`config.mk`:
```
export PLATFORM = sky130hd
export DESIGN_NAME = bmem_arbiter
export DESIGN_NICKNAME = d
export VERILOG_FILES = /design/src/rtl/bmem_pkg.sv /design/src/rtl/bmem_line_collector.sv /design/src/rtl/bmem_arbiter.sv
export SDC_FILE = /design/constraint.sdc
export NUM_CORES = 1
export LEC_CHECK = 0
export CELL_PAD_IN_SITES_DETAIL_PLACEMENT = 1
export CELL_PAD_IN_SITES_GLOBAL_PLACEMENT = 1
export CORE_AREA = 2 2 407 409
export CTS_BUF_LIST = sky130_fd_sc_hd__clkbuf_8 sky130_fd_sc_hd__clkbuf_16
export CTS_CLUSTER_DIAMETER = 50
export CTS_CLUSTER_SIZE = 8
export DETAILED_ROUTE_END_ITERATION = 7
export DIE_AREA = 0 0 409 411
export PLACE_DENSITY_LB_ADDON = 0.1
export SLEW_MARGIN = 15
export SYNTH_ARGS = -nofsm -noshare
export SYNTH_HDL_FRONTEND = slang
export SYNTH_HIERARCHICAL = 1
export SYNTH_SLANG_ARGS = --single-unit
```
`constraint.sdc`:
```
create_clock -name clk -period 3.54 [get_ports clk]
set_input_delay 0.708 -clock clk [delete_from_list [all_inputs] [get_ports clk]]
set_output_delay 0.708 -clock clk [all_outputs]
set_load 0.02 [all_outputs]
```
`src/rtl/bmem_pkg.sv`:
```
// Shared types and constants for the banked-memory arbiter and its line collectors.
package bmem_pkg;

  localparam int ADDR_W = 32;
  localparam int BEAT_W = 64;
  localparam int BEATS  = 4;
  localparam int LINE_W = BEAT_W * BEATS;
  localparam int CNT_W  = 2;
  localparam int OFFS_W = 5;  // byte offset bits inside a 32-byte line

  typedef enum logic [1:0] {
    IDLE     = 2'd0,
    RD_ISSUE = 2'd1,
    WR_BEAT  = 2'd2
  } arb_state_t;

  typedef enum logic {
    REQ_I = 1'b0,
    REQ_D = 1'b1
  } req_id_t;

  // One outstanding line read: owner-side bookkeeping plus the assembly buffer.
  typedef struct packed {
    logic              pending;
    logic [ADDR_W-1:0] addr;
    logic [CNT_W-1:0]  beat_cnt;
    logic [LINE_W-1:0] line_buf;
  } line_tracker_t;

  // Clear the byte offset so every command and tag compare uses the line address.
  function automatic logic [ADDR_W-1:0] line_align(input logic [ADDR_W-1:0] addr);
    return {addr[ADDR_W-1:OFFS_W], {OFFS_W{1'b0}}};
  endfunction

endpackage

```
`src/rtl/bmem_line_collector.sv`:
```
// Tracks one outstanding line read, gathers its four returning beats by tag
// match and emits a one-cycle completion pulse with the assembled line.
module bmem_line_collector
  import bmem_pkg::*;
(
  input  logic              clk,
  input  logic              rst,
  input  logic              alloc_i,
  input  logic [ADDR_W-1:0] alloc_addr_i,
  input  logic              rvalid_i,
  input  logic [ADDR_W-1:0] raddr_i,
  input  logic [BEAT_W-1:0] rdata_i,
  output logic              pending_o,
  output logic [ADDR_W-1:0] addr_o,
  output logic              resp_valid_o,
  output logic [LINE_W-1:0] resp_rdata_o
);

  line_tracker_t trk_q, trk_d;
  logic          resp_valid_q, resp_valid_d;
  logic          hit;

  // A beat belongs to this tracker only while a read is outstanding for its line.
  assign hit = rvalid_i && trk_q.pending && (line_align(raddr_i) == trk_q.addr);

  // Next-state: allocate on command acceptance, fill beats in arrival order.
  always_comb begin
    trk_d        = trk_q;
    resp_valid_d = 1'b0;
    if (alloc_i) begin
      trk_d.pending  = 1'b1;
      trk_d.addr     = alloc_addr_i;
      trk_d.beat_cnt = '0;
    end
    if (hit) begin
      trk_d.line_buf[trk_q.beat_cnt*BEAT_W +: BEAT_W] = rdata_i;
      trk_d.beat_cnt = trk_q.beat_cnt + 2'd1;
      if (trk_q.beat_cnt == 2'(BEATS-1)) begin
        trk_d.pending = 1'b0;
        resp_valid_d  = 1'b1;
      end
    end
  end

  // Tracker and pulse registers; reset discards any partially gathered line.
  always_ff @(posedge clk or negedge rst) begin
    if (!rst) begin
      trk_q        <= '0;
      resp_valid_q <= 1'b0;
    end else begin
      trk_q        <= trk_d;
      resp_valid_q <= resp_valid_d;
    end
  end

  assign pending_o    = trk_q.pending;
  assign addr_o       = trk_q.addr;
  assign resp_valid_o = resp_valid_q;
  assign resp_rdata_o = trk_q.line_buf;

endmodule

```
`src/rtl/bmem_arbiter.sv`:
```
// Arbitrates the single bmem port between the I-cache (reads) and the D-cache
// (reads and writebacks), issues line commands / write beats, and routes the
// returning read bursts to their owners through two line collectors.
module bmem_arbiter
  import bmem_pkg::*;
(
  input  logic              clk,
  input  logic              rst,
  input  logic [ADDR_W-1:0] i_req_addr,
  input  logic              i_req_read,
  output logic [LINE_W-1:0] i_resp_rdata,
  output logic              i_resp_valid,
  input  logic [ADDR_W-1:0] d_req_addr,
  input  logic              d_req_read,
  input  logic              d_req_write,
  input  logic [LINE_W-1:0] d_req_wdata,
  output logic [LINE_W-1:0] d_resp_rdata,
  output logic              d_resp_valid,
  output logic [ADDR_W-1:0] bmem_addr,
  output logic              bmem_read,
  output logic              bmem_write,
  output logic [BEAT_W-1:0] bmem_wdata,
  input  logic              bmem_ready,
  input  logic [ADDR_W-1:0] bmem_raddr,
  input  logic [BEAT_W-1:0] bmem_rdata,
  input  logic              bmem_rvalid
);

  arb_state_t        state_q, state_d;
  req_id_t           owner_q, owner_d;
  req_id_t           last_grant_q, last_grant_d;
  req_id_t           win_sel;
  logic [ADDR_W-1:0] addr_q, addr_d;
  logic [CNT_W-1:0]  wr_cnt_q, wr_cnt_d;
  logic              wr_done_q, wr_done_d;
  logic              bmem_read_q, bmem_read_d;
  logic              bmem_write_q, bmem_write_d;
  logic [ADDR_W-1:0] bmem_addr_q, bmem_addr_d;
  logic [BEAT_W-1:0] bmem_wdata_q, bmem_wdata_d;

  // Per-requester collector signals: index 0 is the I-cache, 1 is the D-cache.
  logic [1:0]        alloc;
  logic [1:0]        pend;
  logic [1:0]        resp_valid;
  logic [ADDR_W-1:0] trk_addr   [2];
  logic [LINE_W-1:0] resp_rdata [2];

  logic              i_elig;
  logic              d_elig;
  logic              d_wr_hazard;

  genvar gi;
  generate
    for (gi = 0; gi < 2; gi++) begin : g_col
      bmem_line_collector u_col (
        .clk          (clk),
        .rst          (rst),
        .alloc_i      (alloc[gi]),
        .alloc_addr_i (addr_q),
        .rvalid_i     (bmem_rvalid),
        .raddr_i      (bmem_raddr),
        .rdata_i      (bmem_rdata),
        .pending_o    (pend[gi]),
        .addr_o       (trk_addr[gi]),
        .resp_valid_o (resp_valid[gi]),
        .resp_rdata_o (resp_rdata[gi])
      );
    end
  endgenerate

  // A writeback must never overtake an outstanding read of the same line.
  // The response-pulse terms stop a still-held request from being re-granted
  // in the cycle its completion is being signalled.
  always_comb begin
    d_wr_hazard = (pend[0] && (line_align(d_req_addr) == trk_addr[0])) ||
                  (pend[1] && (line_align(d_req_addr) == trk_addr[1]));
    i_elig      = i_req_read && !pend[0] && !i_resp_valid;
    d_elig      = !d_resp_valid &&
                  ((d_req_read && !pend[1]) || (d_req_write && !d_wr_hazard));
  end

  // State register: FSM, grant bookkeeping and all registered bmem outputs.
  always_ff @(posedge clk or negedge rst) begin
    if (!rst) begin
      state_q      <= IDLE;
      owner_q      <= REQ_I;
      last_grant_q <= REQ_I;
      addr_q       <= '0;
      wr_cnt_q     <= '0;
      wr_done_q    <= 1'b0;
      bmem_read_q  <= 1'b0;
      bmem_write_q <= 1'b0;
      bmem_addr_q  <= '0;
      bmem_wdata_q <= '0;
    end else begin
      state_q      <= state_d;
      owner_q      <= owner_d;
      last_grant_q <= last_grant_d;
      addr_q       <= addr_d;
      wr_cnt_q     <= wr_cnt_d;
      wr_done_q    <= wr_done_d;
      bmem_read_q  <= bmem_read_d;
      bmem_write_q <= bmem_write_d;
      bmem_addr_q  <= bmem_addr_d;
      bmem_wdata_q <= bmem_wdata_d;
    end
  end

  // Next-state: round-robin grant in IDLE, hold each command until accepted.
  always_comb begin
    state_d      = state_q;
    owner_d      = owner_q;
    last_grant_d = last_grant_q;
    addr_d       = addr_q;
    wr_cnt_d     = wr_cnt_q;
    wr_done_d    = 1'b0;
    alloc        = 2'b00;
    win_sel      = REQ_I;
    case (state_q)
      IDLE: begin
        if (i_elig || d_elig) begin
          if (i_elig && d_elig) begin
            win_sel = (last_grant_q == REQ_I) ? REQ_D : REQ_I;
          end else begin
            win_sel = d_elig ? REQ_D : REQ_I;
          end
          owner_d      = win_sel;
          last_grant_d = win_sel;
          addr_d       = line_align((win_sel == REQ_D) ? d_req_addr : i_req_addr);
          if ((win_sel == REQ_D) && d_req_write) begin
            state_d  = WR_BEAT;
            wr_cnt_d = '0;
          end else begin
            state_d = RD_ISSUE;
          end
        end
      end
      RD_ISSUE: begin
        if (bmem_ready) begin
          state_d = IDLE;
          if (owner_q == REQ_D) begin
            alloc[1] = 1'b1;
          end else begin
            alloc[0] = 1'b1;
          end
        end
      end
      WR_BEAT: begin
        if (bmem_ready) begin
          if (wr_cnt_q == 2'(BEATS-1)) begin
            state_d   = IDLE;
            wr_done_d = 1'b1;
          end else begin
            wr_cnt_d = wr_cnt_q + 2'd1;
          end
        end
      end
      default: state_d = IDLE;
    endcase
  end

  // Output decode from the next state so every bmem output leaves a flop.
  always_comb begin
    bmem_read_d  = (state_d == RD_ISSUE);
    bmem_write_d = (state_d == WR_BEAT);
    bmem_addr_d  = (state_d != IDLE) ? addr_d : '0;
    bmem_wdata_d = bmem_write_d ? d_req_wdata[wr_cnt_d*BEAT_W +: BEAT_W] : '0;
  end

  assign bmem_read    = bmem_read_q;
  assign bmem_write   = bmem_write_q;
  assign bmem_addr    = bmem_addr_q;
  assign bmem_wdata   = bmem_wdata_q;

  assign i_resp_valid = resp_valid[0];
  assign i_resp_rdata = resp_rdata[0];
  // Read completion and write completion are both flop outputs and cannot
  // coincide: the D-cache holds one request at a time.
  assign d_resp_valid = resp_valid[1] | wr_done_q;
  assign d_resp_rdata = resp_rdata[1];

endmodule

```
==> results.json <==
{
  "max_stage_delay_ps": 630,
  "muxShareOfSynthArea_pct": 15.3,
  "die_w_um": 409,
  "worstSetupStartpoint": "g_col[1].u_col/addr_o[1]",
  "cts_made_buffers": 135,
  "fin_nets": 4616,
  "cp_top_family": "simple AND/OR/NAND/NOR gates",
  "worstSetupEndpointType": "flip-flop",
  "ys_ff_latch": 720,
  "power.leakage_uw": 0.0266,
  "status": "completed",
  "post_cts_resized": 0,
  "avgSynthCellArea_um2": 10.6,
  "rows": 149,
  "grt_pass1_vias": 29800,
  "timing.final.crit_share_pct": 83.4,
  "grt_use_total_pct": 19.9,
  "path_max_fanout": 19,
  "synthCells": 3646,
  "synth_top_family_by_area": "buffers and inverters",
  "slew_violations": 0,
  "drv_cap": 0,
  "area_growth_syn_to_layout_pct": 35.3,
  "met3_length_um": 10600,
  "worstSetupPathDepth": 9,
  "wl_met1_um": 68400,
  "drt_iter0_drc": 1173,
  "avgRoutedWirePerCell_um": 26.3,
  "initial_core_util_pct": 23.5,
  "timing.rr.end": "bmem_addr[23]",
  "synth_compound_area_share_pct": 7.62,
  "met2_length_um": 86000,
  "syn-num-nets": 4079,
  "tightest_slew_ps": 886,
  "cts-root-buf": "clkbuf_16",
  "crit_type": "flip-flop to flip-flop",
  "crit_required_ps": 4160,
  "dieArea_um2": 168000,
  "path_clk_slew_ps": 50,
  "overflow": 0,
  "insertion_delay_ps": 760,
  "via_per_inst": 4.25,
  "route.antenna.remaining_nets": 0,
  "dp.final_hpwl_um": 124000,
  "ioPinCount": 1035,
  "maxUsedRoutingLayer": "met5",
  "port-buffer-count": 1019,
  "area.sequential_um2": 18000,
  "power_density_nw_per_um2": 658,
  "clockBufferDepth": 3,
  "ctsHtreeMaxLevel": 4,
  "rsz0062_at_grt": "false",
  "synth_xor_area_share_pct": 2.46,
  "ir_drop_v": 0.000492,
  "finalHoldViolCount": 0,
  "antenna_found_initial": 44,
  "timing.rr.start": "g_col[1].u_col/addr_o[1]",
  "reg2reg_slack_ps": 590,
  "crit_chain": "or4b_1, nor4_1, and4_1, a22o_4, o21ai_4, buf_12, buf_4, and3_4, o311a_1",
  "gp_congestion": 0.858,
  "grt_pass1_wl_um": 240000,
  "cts.sinks": 720,
  "slew_headroom_pct": 40.9,
  "startpoint_type": "flip-flop",
  "post-route-util_pct": 31.8,
  "synthSimpleGateAreaFrac_pct": 7.80,
  "dr.pass1.iters": 5,
  "fin_crit_ps": 2950,
  "min_path_type": "flip-flop to flip-flop",
  "finClkSkew_ps": 50.6,
  "max_freq_mhz": 339,
  "r2r_cells": 9,
  "synth_adder_area_share_pct": 0.325,
  "multi_input_area_um2": 13000,
  "synth_warnings": 6,
  "yosysUniqueCellTypes": 67,
  "finalHoldWorstSlack_ps": 502,
  "crit_slowest_cell": "or4b_1",
  "drc": 0,
  "fill_cells": 18000,
  "crit_end": "bmem_addr[23]",
  "cp_num_buf_inv": 2,
  "setup_viol": 0,
  "cts_tree": "done",
  "wl_um": 170000,
  "core-area_um2": 164000,
  "vias": 27500,
  "seq_area_frac_synth_pct": 46.8,
  "whs_path_depth": 1,
  "grt_max_degree": 70,
  "die_y_um": 411,
  "netlist_area_um2": 38500,
  "cp.arrival_ps": 3570,
  "final_layout_size_suffix_gt1_share_pct": 12.8
}
cell usage after synthesis, drive strengths merged:
| master | n | area, um2 |
|---|---|---|
| or3 | 28 | 175 |
| nand3b | 2 | 15.0 |
| a22oi | 1 | 7.51 |
| nor4 | 27 | 205 |
| clkbuf | 96 | 360 |
| o22ai | 1 | 6.26 |
| mux2i | 514 | 5140 |
| a21boi | 27 | 203 |
| ha | 10 | 125 |
| nor3b | 6 | 45.0 |
| mux2 | 66 | 743 |
| and4 | 8 | 71.3 |
| o211a | 1 | 10.0 |
| a41oi | 2 | 25.0 |
| o21ai | 3 | 26.3 |
| nand2 | 457 | 1720 |
| a221oi | 1 | 15.0 |
| xnor2 | 51 | 447 |
| xor2 | 57 | 499 |
| inv | 456 | 1710 |
| a22o | 66 | 666 |
| or4b | 1 | 10.0 |
| a2bb2oi | 1 | 8.76 |
| or2 | 2 | 12.5 |
| o221ai | 65 | 569 |
| and2 | 10 | 62.6 |
| dfrtp | 720 | 18000 |
| o32a | 1 | 10.0 |
| nor2b | 1 | 6.26 |
| o31a | 27 | 236 |
| nand3 | 5 | 30.0 |
| nor4b | 3 | 38.8 |
| or4 | 1 | 7.51 |
| and3 | 28 | 270 |
| o311a | 27 | 270 |
| nor3 | 10 | 60.1 |
| a211oi | 64 | 480 |
| buf | 679 | 5490 |
| nand4 | 24 | 171 |
| nand2b | 5 | 31.3 |
| o2111ai | 2 | 30.0 |
| a211o | 1 | 8.76 |
| a21oi | 71 | 359 |
| nor2 | 18 | 75.1 |
cell type report:
| cell class | count | area share, % |
|---|---|---|
| sequential | 720 | 34.6 |
| multi-input combinational | 1695 | 25.0 |
| timing repair buffer | 1175 | 23.1 |
| clock buffer | 155 | 7.02 |
| tap | 2189 | 5.26 |
| inverter | 456 | 3.29 |
| clock inverter | 74 | 1.68 |
| antenna | 7 | 0.0336 |
timing repair:
item / in CTS / in global routing
setup buffers: 0 / 0
hold endpoints to repair: 10 / 0
hold buffers: 1 / 0
metal layers:
layer / vias to the layer above / track usage (%)
met1: 13800 / 23.3
met3: 271 / 5.66
li1: 12500 / -
met2: 862 / 35.0
met5: - / 0
met4: 34 / 6.36
metrics by stage:
| stage | std cells | instance area, um2 | total power (uW) | TNS [ps] | setup slack [ps] |
|---|---|---|---|---|---|
| 5_1_grt | 6468 | 52100 | 36100 | 0 | 406 |
| 3_5_place_dp | 6234 | 47500 | 21600 | -3250 | -114 |
| 4_1_cts | 6464 | 52100 | 35000 | 0 | 525 |
| 6_report | 6471 | 52100 | 34200 | 0 | 588 |
| 3_3_place_gp | 6234 | 47500 | 21600 | -7030 | -181 |
| 2_1_floorplan | 3646 | 38500 | 16300 | 0 | 987 |
power breakdown:
| group | leakage (uW) | internal (uW) | switching, uW |
|---|---|---|---|
| Combinational | 0.0170 | 4850 | 6160 |
| Clock | 0.00229 | 8210 | 4800 |
| Sequential | 0.00737 | 9340 | 876 |
| Total | 0.0266 | 22400 | 11800 |
layout by cell type, fill, tap and decap left out, drive strengths merged, types with 6 or more instances in the layout:
cell / count
a211oi: 64
a21boi: 27
a21oi: 71
a22o: 66
and2: 10
and3: 28
and4: 8
buf: 156
bufinv: 11
clkbuf: 155
clkdlybuf4s50: 1018
clkinv: 33
dfrtp: 720
diode: 7
ha: 10
inv: 481
mux2: 66
mux2i: 514
nand2: 457
nand4: 24
nor2: 18
nor3: 10
nor3b: 6
nor4: 27
o221ai: 65
o311a: 27
o31a: 27
or3: 28
xnor2: 51
xor2: 57
cell families (layout without fill, tap and decap cells):
logic type,Yosys count,in the layout
buf+inv,1231,1860
flops,720,720
simple gates,636,636
mux,580,580
compound gates,361,361
xor+xnor,108,108
fa+ha+maj,10,10
other cells,0,7
worst min-delay path by stage:
stage,startpoint,end,slack (ps)
2_1_floorplan,rst,addr_q[0],410
3_3_place_gp,flip-flop,flip-flop,490
3_5_place_dp,flip-flop,flip-flop,490
4_1_cts,d_req_wdata[24],bmem_wdata[24],460
5_1_grt,d_req_wdata[25],bmem_wdata[25],510
6_report,flip-flop,flip-flop,500
Power figures use the tool's default switching activity.
